## config.mk

```make
export PLATFORM = sky130hd
export DESIGN_NAME = ws2812_rx_decoder
export DESIGN_NICKNAME = d
export VERILOG_FILES = /design/src/rtl/ws2812_pkg.sv /design/src/rtl/sync_2ff.sv /design/src/rtl/ws2812_rx_decoder.sv
export SDC_FILE = /design/constraint.sdc
export NUM_CORES = 1
export LEC_CHECK = 0
export CAP_MARGIN = 15
export CORE_MARGIN = 4
export CORE_UTILIZATION = 47
export DETAILED_ROUTE_END_ITERATION = 10
export PLACE_DENSITY_LB_ADDON = 0.3
export SYNTH_ARGS = -nofsm -noshare
export SYNTH_HDL_FRONTEND = slang
export SYNTH_SLANG_ARGS = --single-unit
```

## constraint.sdc

```tcl
create_clock -name clk -period 3 [get_ports clk]
set_input_delay 0.6 -clock clk [delete_from_list [all_inputs] [get_ports clk]]
set_output_delay 0.6 -clock clk [all_outputs]
set_load 0.02 [all_outputs]
```

## src/rtl/ws2812_pkg.sv

```systemverilog
// ws2812_pkg: timing constants and pixel format shared by the WS2812 LED
// driver and the WS2812 receive decoder (all cycle counts at 50 MHz).
package ws2812_pkg;

  localparam int unsigned PIXEL_W        = 24;
  localparam int unsigned T0H_CYC        = 20;
  localparam int unsigned T1H_CYC        = 40;
  localparam int unsigned TBIT_CYC       = 62;
  localparam int unsigned RESET_CYC      = 2500;

  // Receiver decision thresholds
  localparam int unsigned MIN_HIGH_DEF   = 8;
  localparam int unsigned BIT_THRESH_DEF = 30;
  localparam int unsigned MAX_HIGH_DEF   = 60;

  // One pixel as it travels on the wire: green first, MSB first
  typedef struct packed {
    logic [7:0] g;
    logic [7:0] r;
    logic [7:0] b;
  } grb_pixel_t;

  typedef enum logic [1:0] {
    RX_IDLE = 2'd0,
    RX_HIGH = 2'd1,
    RX_LOW  = 2'd2
  } rx_state_e;

  // 8-bit increment that sticks at 255
  function automatic logic [7:0] sat_inc8(input logic [7:0] v);
    return (v == 8'hFF) ? v : v + 8'd1;
  endfunction

endpackage

```

## src/rtl/sync_2ff.sv

```systemverilog
// sync_2ff: generic two-flop synchronizer for asynchronous inputs.
// Ports:
//   clk    - destination clock
//   rst_n  - asynchronous active-low reset, clears both stages
//   d_i    - asynchronous input
//   q_o    - synchronized output (2 clk latency)
module sync_2ff #(
  parameter int unsigned WIDTH = 1
) (
  input  logic             clk,
  input  logic             rst_n,
  input  logic [WIDTH-1:0] d_i,
  output logic [WIDTH-1:0] q_o
);

  logic [WIDTH-1:0] meta_q;
  logic [WIDTH-1:0] sync_q;

  // First stage may go metastable; second stage gives it a cycle to settle
  always_ff @(posedge clk or negedge rst_n) begin
    if (!rst_n) begin
      meta_q <= '0;
      sync_q <= '0;
    end else begin
      meta_q <= d_i;
      sync_q <= meta_q;
    end
  end

  assign q_o = sync_q;

endmodule

```

## src/rtl/ws2812_rx_decoder.sv

```systemverilog
// ws2812_rx_decoder: decodes a WS2812 pulse-width-coded line into 24-bit
// GRB pixel words and frame-end (latch) events.
// Optional build macro: WS2812_FORWARD_EN -- consume the first pixel of each
// frame and relay the rest of the frame on dout (WS2812 cascade behaviour).
// Without it dout is tied low.
// Ports:
//   clk          - system clock (50 MHz)
//   rst_n        - asynchronous active-low reset
//   din          - WS2812 serial line, asynchronous, idles low
//   pixel_data   - last complete pixel, GRB, G[7] received first
//   pixel_valid  - 1-cycle pulse, pixel_data updated
//   pixel_count  - pixels decoded in current/last frame, saturates at 255
//   frame_end    - 1-cycle pulse when the latch gap is detected
//   error        - 1-cycle pulse: glitch, over-long high, or partial pixel
//   dout         - cascade output
module ws2812_rx_decoder
  import ws2812_pkg::*;
#(
  parameter int unsigned MIN_HIGH     = MIN_HIGH_DEF,
  parameter int unsigned BIT_THRESH   = BIT_THRESH_DEF,
  parameter int unsigned MAX_HIGH     = MAX_HIGH_DEF,
  parameter int unsigned RESET_CYCLES = RESET_CYC
) (
  input  logic               clk,
  input  logic               rst_n,
  input  logic               din,
  output logic [PIXEL_W-1:0] pixel_data,
  output logic               pixel_valid,
  output logic [7:0]         pixel_count,
  output logic               frame_end,
  output logic               error,
  output logic               dout
);

  localparam int unsigned HCNT_W   = $clog2(MAX_HIGH + 2);
  localparam int unsigned LCNT_W   = $clog2(RESET_CYCLES + 1);
  localparam int unsigned BITCNT_W = $clog2(PIXEL_W);
  localparam int unsigned SHREG_W  = PIXEL_W - 1;

  localparam logic [HCNT_W-1:0]   MIN_HIGH_C   = HCNT_W'(MIN_HIGH);
  localparam logic [HCNT_W-1:0]   BIT_THRESH_C = HCNT_W'(BIT_THRESH);
  localparam logic [HCNT_W-1:0]   MAX_HIGH_C   = HCNT_W'(MAX_HIGH);
  localparam logic [HCNT_W-1:0]   HSAT_C       = HCNT_W'(MAX_HIGH + 1);
  localparam logic [LCNT_W-1:0]   RESET_C      = LCNT_W'(RESET_CYCLES);
  localparam logic [BITCNT_W-1:0] LAST_BIT_C   = BITCNT_W'(PIXEL_W - 1);

  logic din_s;
  logic din_prev_q;
  logic rise_c;
  logic fall_c;
  logic bit_c;

  rx_state_e             state_q, state_d;
  logic [HCNT_W-1:0]     hcnt_q, hcnt_d;
  logic [LCNT_W-1:0]     lcnt_q, lcnt_d;
  logic [SHREG_W-1:0]    shreg_q, shreg_d;
  logic [BITCNT_W-1:0]   bitcnt_q, bitcnt_d;
  grb_pixel_t            pixel_data_q, pixel_data_d;
  logic [7:0]            pixel_count_q, pixel_count_d;
  logic                  pixel_valid_q, pixel_valid_d;
  logic                  frame_end_q, frame_end_d;
  logic                  error_q, error_d;
`ifdef WS2812_FORWARD_EN
  logic                  fwd_q, fwd_d;
  logic                  dout_q;
`endif

  // Bring the asynchronous line into the clk domain
  sync_2ff #(.WIDTH(1)) u_sync_din (
    .clk   (clk),
    .rst_n (rst_n),
    .d_i   (din),
    .q_o   (din_s)
  );

  assign rise_c = din_s & ~din_prev_q;
  assign fall_c = ~din_s & din_prev_q;
  assign bit_c  = (hcnt_q >= BIT_THRESH_C);

  // Next-state and output decode
  always_comb begin
    state_d       = state_q;
    hcnt_d        = hcnt_q;
    lcnt_d        = lcnt_q;
    shreg_d       = shreg_q;
    bitcnt_d      = bitcnt_q;
    pixel_data_d  = pixel_data_q;
    pixel_count_d = pixel_count_q;
    pixel_valid_d = 1'b0;
    frame_end_d   = 1'b0;
    error_d       = 1'b0;
`ifdef WS2812_FORWARD_EN
    fwd_d         = fwd_q;
`endif

    unique case (state_q)
      RX_IDLE: begin
        // First rise after a latch gap starts a new frame
        if (rise_c) begin
          state_d       = RX_HIGH;
          hcnt_d        = HCNT_W'(1);
          pixel_count_d = 8'd0;
        end
      end

      RX_HIGH: begin
        if (fall_c) begin
          state_d = RX_LOW;
          lcnt_d  = LCNT_W'(1);
          if (hcnt_q < MIN_HIGH_C) begin
            error_d = 1'b1;
          end else begin
            // Over-long pulse still decodes as a 1, but is flagged
            if (hcnt_q > MAX_HIGH_C) begin
              error_d = 1'b1;
            end
            if (bitcnt_q == LAST_BIT_C) begin
              pixel_data_d  = grb_pixel_t'({shreg_q, bit_c});
              pixel_valid_d = 1'b1;
              bitcnt_d      = '0;
              pixel_count_d = sat_inc8(pixel_count_q);
`ifdef WS2812_FORWARD_EN
              // Line is low here, so enabling the relay never clips a pulse
              if (pixel_count_q == 8'd0) begin
                fwd_d = 1'b1;
              end
`endif
            end else begin
              shreg_d  = {shreg_q[SHREG_W-2:0], bit_c};
              bitcnt_d = bitcnt_q + BITCNT_W'(1);
            end
          end
        end else if (hcnt_q != HSAT_C) begin
          hcnt_d = hcnt_q + HCNT_W'(1);
        end
      end

      RX_LOW: begin
        if (rise_c) begin
          state_d = RX_HIGH;
          hcnt_d  = HCNT_W'(1);
          lcnt_d  = '0;
        end else begin
          lcnt_d = lcnt_q + LCNT_W'(1);
          if (lcnt_d == RESET_C) begin
            frame_end_d = 1'b1;
            error_d     = (bitcnt_q != '0);
            bitcnt_d    = '0;
            lcnt_d      = '0;
            state_d     = RX_IDLE;
`ifdef WS2812_FORWARD_EN
            fwd_d       = 1'b0;
`endif
          end
        end
      end

      default: begin
        state_d = RX_IDLE;
      end
    endcase
  end

  // State and output registers
  always_ff @(posedge clk or negedge rst_n) begin
    if (!rst_n) begin
      state_q       <= RX_IDLE;
      din_prev_q    <= 1'b0;
      hcnt_q        <= '0;
      lcnt_q        <= '0;
      shreg_q       <= '0;
      bitcnt_q      <= '0;
      pixel_data_q  <= '0;
      pixel_count_q <= '0;
      pixel_valid_q <= 1'b0;
      frame_end_q   <= 1'b0;
      error_q       <= 1'b0;
    end else begin
      state_q       <= state_d;
      din_prev_q    <= din_s;
      hcnt_q        <= hcnt_d;
      lcnt_q        <= lcnt_d;
      shreg_q       <= shreg_d;
      bitcnt_q      <= bitcnt_d;
      pixel_data_q  <= pixel_data_d;
      pixel_count_q <= pixel_count_d;
      pixel_valid_q <= pixel_valid_d;
      frame_end_q   <= frame_end_d;
      error_q       <= error_d;
    end
  end

`ifdef WS2812_FORWARD_EN
  // Relay the synchronized line once the frame's first pixel is consumed
  always_ff @(posedge clk or negedge rst_n) begin
    if (!rst_n) begin
      fwd_q  <= 1'b0;
      dout_q <= 1'b0;
    end else begin
      fwd_q  <= fwd_d;
      dout_q <= din_s & fwd_q;
    end
  end

  assign dout = dout_q;
`else
  assign dout = 1'b0;
`endif

  assign pixel_data  = pixel_data_q;
  assign pixel_valid = pixel_valid_q;
  assign pixel_count = pixel_count_q;
  assign frame_end   = frame_end_q;
  assign error       = error_q;

endmodule

```

# Yosys cells after proc, flatten, opt, wreduce, memory -nomap -nowiden
# Cells that the tools add are included.
# word_totals
register_bits,86
input_bits,3
output_inout_bits,36
elab_cells,96
# op_classes
addsub,4
order_cmp,3
n_eq_ne,17
n_mux,38
bitwise,6
n_reduce_logical,13
# op_table
operator,count
8-bit two-way mux,5
12-bit two-way mux,3
5-bit two-way mux,5
12-bit one-hot mux with 2 select lines,1
6-bit two-way mux,3
"2-bit inequality test, second input constant",9
8-bit one-hot mux with 2 select lines,1
"12-bit by 1-bit adder with 12-bit output, second input constant",1
"12-bit equality test, second input constant",1
1-bit two-way mux,12
6-bit one-hot mux with 2 select lines,1
4-bit AND reduction,3
5-bit one-hot mux with 2 select lines,1
"8-bit by 1-bit adder with 8-bit output, second input constant",1
"8-bit equality test, second input constant",1
2-bit two-way mux,4
"6-bit by 1-bit adder with 6-bit output, second input constant",1
"6-bit by 5-bit >= comparator with 1-bit output, second input constant",1
"6-bit greater-than comparator, second input constant",1
"6-bit by 4-bit less-than comparator with 1-bit output, second input constant",1
"6-bit inequality test, second input constant",1
2-bit one-hot mux with 3 select lines,1
6-bit AND reduction,1
2-bit nonzero test,3
15 further kinds,19

# Depth between registers and ports, before layout
# Gate-level depths: netlist of the first run.
# depth
ltp_word,6
ltp_mapped,9
depth_no_buf,8

# By module
# Synthesis of the first run repeated with hierarchy kept, for this count alone.
# hier_totals
hier_cells,375
area_unflattened_um2,4195.3
# modules_own_cells
module,n_inst,cells_per_inst,area_each_um2
ws2812_rx_decoder,1,373,4145.2
sync_2ff,1,2,50.0

# Worst setup path before layout of the first run
# No wires, ideal clock.
# synth_timing
path_type,reg-to-reg
start,reg lcnt_q[1]
end,reg lcnt_q[1]
setup_time_ns,0.121
arrival_ns,1.980
path_slack_ns,0.899
stages_incl_launch_ff,8
path_buffers,0
period_less_slack_ns,2.101
path_cell_list,dfrtp_1 ha_1 and3_1 o32a_1 a21oi_2 nand4_4 and2_1 a22o_1
# synth_between
elab_chain_cells,5
# synth_rtl
element,line_no,rtl
"start, declared",ws2812_rx_decoder.sv:55,"logic [LCNT_W-1:0] lcnt_q, lcnt_d;"
"start signal, assigned",ws2812_rx_decoder.sv:182,lcnt_q <= lcnt_d;
12-bit by 1-bit adder with 12-bit output *,ws2812_rx_decoder.sv:144,lcnt_d = lcnt_q + LCNT_W'(1);
12-bit equality test,ws2812_rx_decoder.sv:145,if (lcnt_d == RESET_C) begin
12-bit two-way mux *,ws2812_rx_decoder.sv:145,
12-bit two-way mux *,ws2812_rx_decoder.sv:139,if (rise_c) begin
12-bit one-hot mux with 2 select lines *,ws2812_rx_decoder.sv:96,unique case (state_q)
# Every way passes the cells marked *; elsewhere a longest branch is shown, timed or not.
# A chain may end at the register's enable or synchronous reset.

# Final worst setup path of the first run
# layout_timing
start,reg lcnt_q[0]
end,reg state_q[1]
# layout_between
elab_chain_cells,4
# layout_rtl
element,line_no,rtl
12-bit by 1-bit adder with 12-bit output,ws2812_rx_decoder.sv:144,
12-bit equality test,ws2812_rx_decoder.sv:145,
3-bit inequality test (no source line),n/a,
3-bit AND reduction (no source line),n/a,
"end signal, assigned",ws2812_rx_decoder.sv:179,state_q <= state_d;
"end, declared",ws2812_rx_decoder.sv:53,"rx_state_e state_q, state_d;"
# No other way between the ends.

==> summary.txt, run 1 <==
Floorplan
  – Initial core utilization: 0.483
  – Die width: between 100 and 150 um
  – I/O pin count: 39
  – Die Footprint: 10500 um2
  – Die Y: 103 um
  – Site Rows: 34
  – Core region area: ~8700 um2

STA
  – Max_slew headroom: 0.516
  – Tmin final: approximately 2400 ps
  – Final setup fails: 0
  – Final Hold Viols: 0
  – Worst hold slack: approximately 260 ps
  – Setup TNS: 0 ps
  – Slew of the pin with the lowest slew margin: 721 ps
  – Setup Skew: 9.69 ps
  – RSZ-0062 raised after global routing: false
  – Fmax: approximately 0.41 GHz
  – Part of the cycle the worst path needs: 0.810
  – Max-slew violations: 0

Final layout
  – Area Overhead vs Synth: 15.9%
  – Antenna diodes: 0
  – Final #Nets: around 430
  – Share of layout cells above drive strength 1: 0.201

Synth
  – Number of synthesized flops with an enable pin: 0
  – Avg Synthesized Cell Area: 11.3 um2
  – Ys Warns: 0
  – Cells after synthesis: 374
  – Synth unique cells: 62
  – Mapped Nets: 390
  – Seq/Total Area, Yosys: 0.511
  – Asr flop ratio synth: 1.00
  – Mapped cell area: between 4000 and 5000 um2
  – Post-synth top area cell: dfrtp_1
  – Main flop type after synthesis: dfrtp_1
  – #FFs+latches synth: 86
  – Main area contributors after synthesis: dfrtp_1, mux2_2, ha_1
  – Synth top area share: 0.511

Clock tree
  – # resized after CTS: 0
  – Clk_lat worst skew: about 350 ps
  – CTS root buf: clkbuf_8
  – Clock tree buffer depth: 2
  – CTS tree: yes
  – Sink Count: 86
  – Post-CTS Setup Inserts: 0
  – CTS clk-pin slew, worst paths: approximately 90 ps
  – Total CTS buffers: 9
  – Htree depth: 3
  – CTS Hold Bufs: 0

Critical path
  – R2R cell count: 7
  – CP delay by family, top: simple AND/OR/NAND/NOR gates
  – Worst R2R End: state_q[1]$_DFFE_PN0P_
  – Slowest-stage cell, CP: dfrtp_1
  – Required time of the critical path: between 3000 and 4000 ps
  – Worst-path cell chain: ha_1 > nand3_1 > or4_4 > o211ai_2 > nand4_2 > a31oi_1 > mux2i_1
  – Crit Path Max Fanout: 11
  – Reg2reg start: lcnt_q[0]$_DFFE_PN0P_
  – Bufs and invs on worst path: 0
  – CP Capture Type: register
  – Crit path kind: register to register
  – Flop2flop setup slack: approximately 570 ps
  – Max incr delay on CP: 550 ps
  – Crit path from: lcnt_q[0]$_DFFE_PN0P_
  – CP Launch Type: register
  – Worst path arrival time: approximately 2700 ps

Route
  – Wire per inst: between 15 and 20 um
  – WL final: 8170 um
  – DR vias: 2905
  – Routed vias/inst: 5.53
  – Remaining DRCs: 0
  – Final ANT Viol Nets: 0
  – Initial DRC count: 118
  – First-pass DRT Iterations: 4

Global routing
  – Gr usage total: 0.169
  – First-pass GRT wire length: 14000 um
  – Largest net degree at the start of global routing: 51
  – Antenna violations before repair: 0
  – Gr ovfl total: 0
  – Vias in the first global route: between 2000 and 3000

Outcome
  – Outcome: finished clean

Placed design
  – Post-DP HPWL: around 5600 um
  – Port Buffers: 37
  – RD Place Congestion: between 0.8 and 0.9

Power and ir drop
  – Power Density: about 640 nW/um2
  – Max VDD drop: approximately 0.3 mV
  – Leakage power: 0.00224 uW

Job
  – Max-Cap Viols: 0

Worst hold path
  – Hold Crit Class: input pin to asynchronous set/reset pin
-- stage by stage --
stage               instance area (um2)  setup WS (ps)  total power (uW)  utilization  cells
detailed placement                 4680            624              2270        0.536    509
global placement                   4680            663              2250        0.536    509
CTS                                4880            592              3130        0.559    525
global route                       4880            426              3310        0.559    525
finish                             4880            571              3100        0.559    525
floorplan                          4210            899              2040            -    374
-- worst reg2reg max path, cell delays in order, from the launching register on --
cell      delay (ps)
dfrtp_1          550
ha_1             340
nand3_1          160
or4_4            510
o211ai_2         130
nand4_2          150
a31oi_1          290
mux2i_1          220
-- metal layers --
layer	up-vias	GRT usage	wire, um
met5	-	0	0
met4	0	0.0464	85
met3	9	0.0541	458
met2	59	0.248	3680
met1	1427	0.242	3950
li1	1410	-	-
-- registers in the layout, summed over array words and instances (netlist names) --
| signal | count |
|---|---|
| pixel_data | 24 |
| shreg_q | 23 |
| lcnt_q | 12 |
| pixel_count | 8 |
| hcnt_q | 6 |
| bitcnt_q | 5 |
| state_q | 2 |
| din_prev_q | 1 |
| error | 1 |
| frame_end | 1 |
| pixel_valid | 1 |
| u_sync_din.meta_q | 1 |
| u_sync_din.q_o | 1 |
-- area by class of cell --
| class | count | area [um2] |
|---|---|---|
| clock inverters | 7 | 78.8 |
| clock buffers | 9 | 124 |
| fillers | 733 | 3840 |
| repair buffers | 42 | 418 |
| inverters | 16 | 60.1 |
| multi-input cells | 257 | 1910 |
| flip-flops and latches | 86 | 2150 |
| well taps | 108 | 135 |
-- cell usage in the layout, fill, tap and decap left out, types with 3 or more instances in the layout --
master / n
nand4_1: 7
or3_1: 6
nor2_1: 20
nor3_1: 9
nand2_1: 27
or2_2: 3
buf_4: 5
ha_1: 13
o21ai_1: 5
clkdlybuf4s50_1: 36
xor2_1: 5
a21o_1: 4
mux2_2: 47
nand2b_1: 3
xnor2_1: 4
o2bb2ai_1: 3
a31oi_1: 7
inv_1: 15
inv_6: 3
clkbuf_8: 9
nand3_1: 14
a21oi_1: 13
o21ai_0: 17
mux2i_1: 3
nor3b_1: 4
dfrtp_1: 86
-- power breakdown --
group	switching (uW)	total, uW	internal (uW)
Combinational	501	840	339
Clock	449	844	396
Sequential	155	1410	1260
Total	1100	3100	1990
-- synthesized netlist by cell type (3+ instances only) --
master,n
a31oi_1,7
nor3b_1,4
xnor2_1,4
nand4_1,7
xor2_1,5
or2_2,3
clkbuf_1,4
nor3_1,9
nor2_1,21
nand2b_1,3
buf_2,5
dfrtp_1,86
a21oi_1,13
o21ai_0,17
o21ai_1,5
nand2_1,27
a21o_1,4
mux2_2,47
nand3_1,14
inv_1,15
or3_1,6
o2bb2ai_1,3
buf_4,5
ha_1,13
mux2i_1,3
-- worst max path at each step --
stage | to | slack, ps | cells past startpoint
global route | pixel_count[4]$_DFFE_PN0P_ | 430 | 8
CTS | state_q[1]$_DFFE_PN0P_ | 590 | 7
global placement | hcnt_q[4]$_DFFE_PN0P_ | 660 | 8
finish | state_q[1]$_DFFE_PN0P_ | 570 | 7
floorplan | lcnt_q[1]$_DFFE_PN0P_ | 900 | 7
detailed placement | bitcnt_q[1]$_DFFE_PN0P_ | 620 | 7
-- kinds of logic (layout without fill, tap and decap cells) --
logic type               count (synthesis)  after routing  share of synthesized area
adder cells (fa/ha/maj)                 14             14                     0.0410
AND/OR/NAND/NOR                        116            116                      0.156
other                                    1              1                   0.000891
XOR/XNOR                                 9              9                     0.0187
AO/OA/AOI/OAI                           67             67                      0.104
buffers and inverters                   31             74                     0.0354
flip-flops                              86             86                      0.511
multiplexers                            50             50                      0.133
(Power assumes the default switching activity.)
==> inputs of run 2 (changes only) <==
==> constraint.sdc (replaced) <==
create_clock -name clk -period 2.1 [get_ports clk]
set_input_delay 0.42 -clock clk [delete_from_list [all_inputs] [get_ports clk]]
set_output_delay 0.42 -clock clk [all_outputs]
set_load 0.02 [all_outputs]
==> summary.txt, run 2 (synthesis results as in run 1) <==
Floorplan
  – Die width: 103 um (unchanged)
  – Core region area: 8720 um2 (unchanged)
  – Die Y: 103 um (unchanged)
  – Die Footprint: 10500 um2 (unchanged)
  – Site Rows: 34 (unchanged)
  – Initial core utilization: 0.483 (unchanged)
  – I/O pin count: 39 (unchanged)

Critical path
  – CP Capture Type: register
  – R2R cell count: 7 (unchanged)
  – CP Launch Type: register
  – Reg2reg start: lcnt_q[1]$_DFFE_PN0P_
  – Crit Path Max Fanout: 8 (-3)
  – Crit path from: lcnt_q[1]$_DFFE_PN0P_
  – Crit path kind: register to register
  – Required time of the critical path: 2350 ps (-930 ps)
  – Worst R2R End: bitcnt_q[1]$_DFFE_PN0P_
  – Flop2flop setup slack: -20 ps (-590 ps)
  – Crit path to: bitcnt_q[1]$_DFFE_PN0P_
  – Worst path arrival time: 2370 ps (-340 ps)

Route
  – Initial DRC count: 157 (+33%)
  – First-pass DRT Iterations: 6 (+2)
  – DR vias: 3120 (+7.4%)
  – WL final: 9010 um (+10%)
  – Wire per inst: 16.3 um (+4.7%)
  – Final ANT Viol Nets: 0 (unchanged)
  – Routed vias/inst: 5.64 (+2.0%)
  – Remaining DRCs: 0 (unchanged)

STA
  – Final Hold Viols: 0 (unchanged)
  – Max_slew headroom: 0.660 (+0.144)
  – Setup Skew: 9.43 ps (-0.264 ps)
  – Worst setup margin: -15.6 ps (-587 ps)
  – Slew of the pin with the lowest slew margin: 506 ps (-214 ps)
  – RSZ-0062 raised after global routing: true
  – Part of the cycle the worst path needs: 1.01 (+0.198)
  – Worst hold slack: 362 ps (+105 ps)
  – Fmax: 0.473 GHz (+15%)
  – Max-slew violations: 0 (unchanged)
  – Setup TNS: -26.7 ps (-26.7 ps)
  – Final setup fails: 3 (+3)
  – Tmin final: 2120 ps (-313 ps)

Outcome
  – Outcome: finished with violations
  – Failing checks: negative setup slack

Placed design
  – RD Place Congestion: 0.820 (-0.56%)
  – Post-DP HPWL: 6210 um (+12%)
  – Port Buffers: 37 (unchanged)
  – Pre-CTS setup slack: -15.7 ps (-640 ps)
  – DP Area: 4860 um2 (+4.0%)

Global routing
  – First-pass GRT wire length: 15200 um (+8.2%)
  – Gr ovfl total: 0 (unchanged)
  – Antenna violations before repair: 0 (unchanged)
  – Largest net degree at the start of global routing: 38 (-25%)
  – Gr usage total: 0.182 (+0.0135)
  – Vias in the first global route: 3159 (+12%)

Final layout
  – Most common cell after layout, fill and taps aside: dfrtp_1
  – Area Overhead vs Synth: 24.9%
  – Finished Cell Area: 5260 um2 (+7.7%)
  – Antenna diodes: 0 (unchanged)
  – Max reg flops: 24 (unchanged)
  – Final core occ: 0.603 (+0.0432)
  – Share of layout cells above drive strength 1: 0.285 (+0.0840)
  – Final #Nets: 456 (+6.5%)
  – Commonest cells after routing, fill and taps aside: dfrtp_1, mux2_2, clkdlybuf4s50_1, buf_4, nand2_1

Clock tree
  – CTS clk-pin slew, worst paths: 100 ps (about the same)
  – Clock tree buffer depth: 2 (unchanged)
  – Htree depth: 3 (unchanged)
  – Total CTS buffers: 9 (unchanged)
  – Clk_lat worst skew: 360 ps (about the same)
  – CTS tree: yes
  – CTS root buf: clkbuf_8
  – Sink Count: 86 (unchanged)

Job
  – Max-Cap Viols: 0 (unchanged)

Power and ir drop
  – Leakage power: 0.00240 uW (+6.9%)
  – Power Density: 909 nW/um2 (+43%)
  – Max VDD drop: 0.537 mV (+76%)

Worst hold path
  – Hold Crit Depth: 0
  – Hold Crit Class: register to register
  – Min-delay src: u_sync_din.meta_q$_DFF_PN0_
-- run 2: repair_timing --
item,CTS,global route
pin swaps,4,3
hold buffers,1,0
setup endpoints to repair,4,24
endpoints found under the hold margin,5,0
gates resized for setup,8,15
gates cloned,0,0
setup buffers,3,1
-- run 2: per-layer routing --
layer,part of all wire,wire [um],vias to the layer above,GRT usage
li1,-,-,1479,-
met1,0.45,4100,1560,0.240
met2,0.49,4370,67,0.289
met3,0.046,415,14,0.0521
met4,0.014,127,0,0.0656
met5,0,0,-,0
-- run 2: where the power goes --
group	total (uW)	internal [uW]	switching [uW]
combinational	1530	653	873
clock	1290	591	695
sequential	1970	1800	165
total	4780	3050	1730
-- run 2: layout make-up --
type                    count  area (um2)
multi-input cells         257        2030
clock buffers               9         124
fillers                   703        3470
well taps                 108         135
clock inverters             7        97.6
inverters                  16        60.1
repair buffers             70         651
flip-flops and latches     86        2150
-- run 2: worst min path at each step --
stage | to
after floorplan | bitcnt_q[0]$_DFFE_PN0P_
after global placement | u_sync_din.q_o$_DFF_PN0_
after detailed placement | u_sync_din.q_o$_DFF_PN0_
after CTS | u_sync_din.q_o$_DFF_PN0_
after global routing | u_sync_din.q_o$_DFF_PN0_
final | u_sync_din.q_o$_DFF_PN0_
-- run 2: worst max-delay path: stages, from the launching register on --
cell and delay [ps]:
dfrtp_1 410, buf_4 170, and2_4 150, or4_4 550
o211ai_4 140, nand4_4 160, a21o_1 240, a21o_1 190
-- run 2: through the flow --
step | cells | total power (uW)
floorplan | 374 | 2920
global placement | 532 | 3370
detailed placement | 532 | 3430
CTS | 552 | 4770
global route | 553 | 5070
finish | 553 | 4780
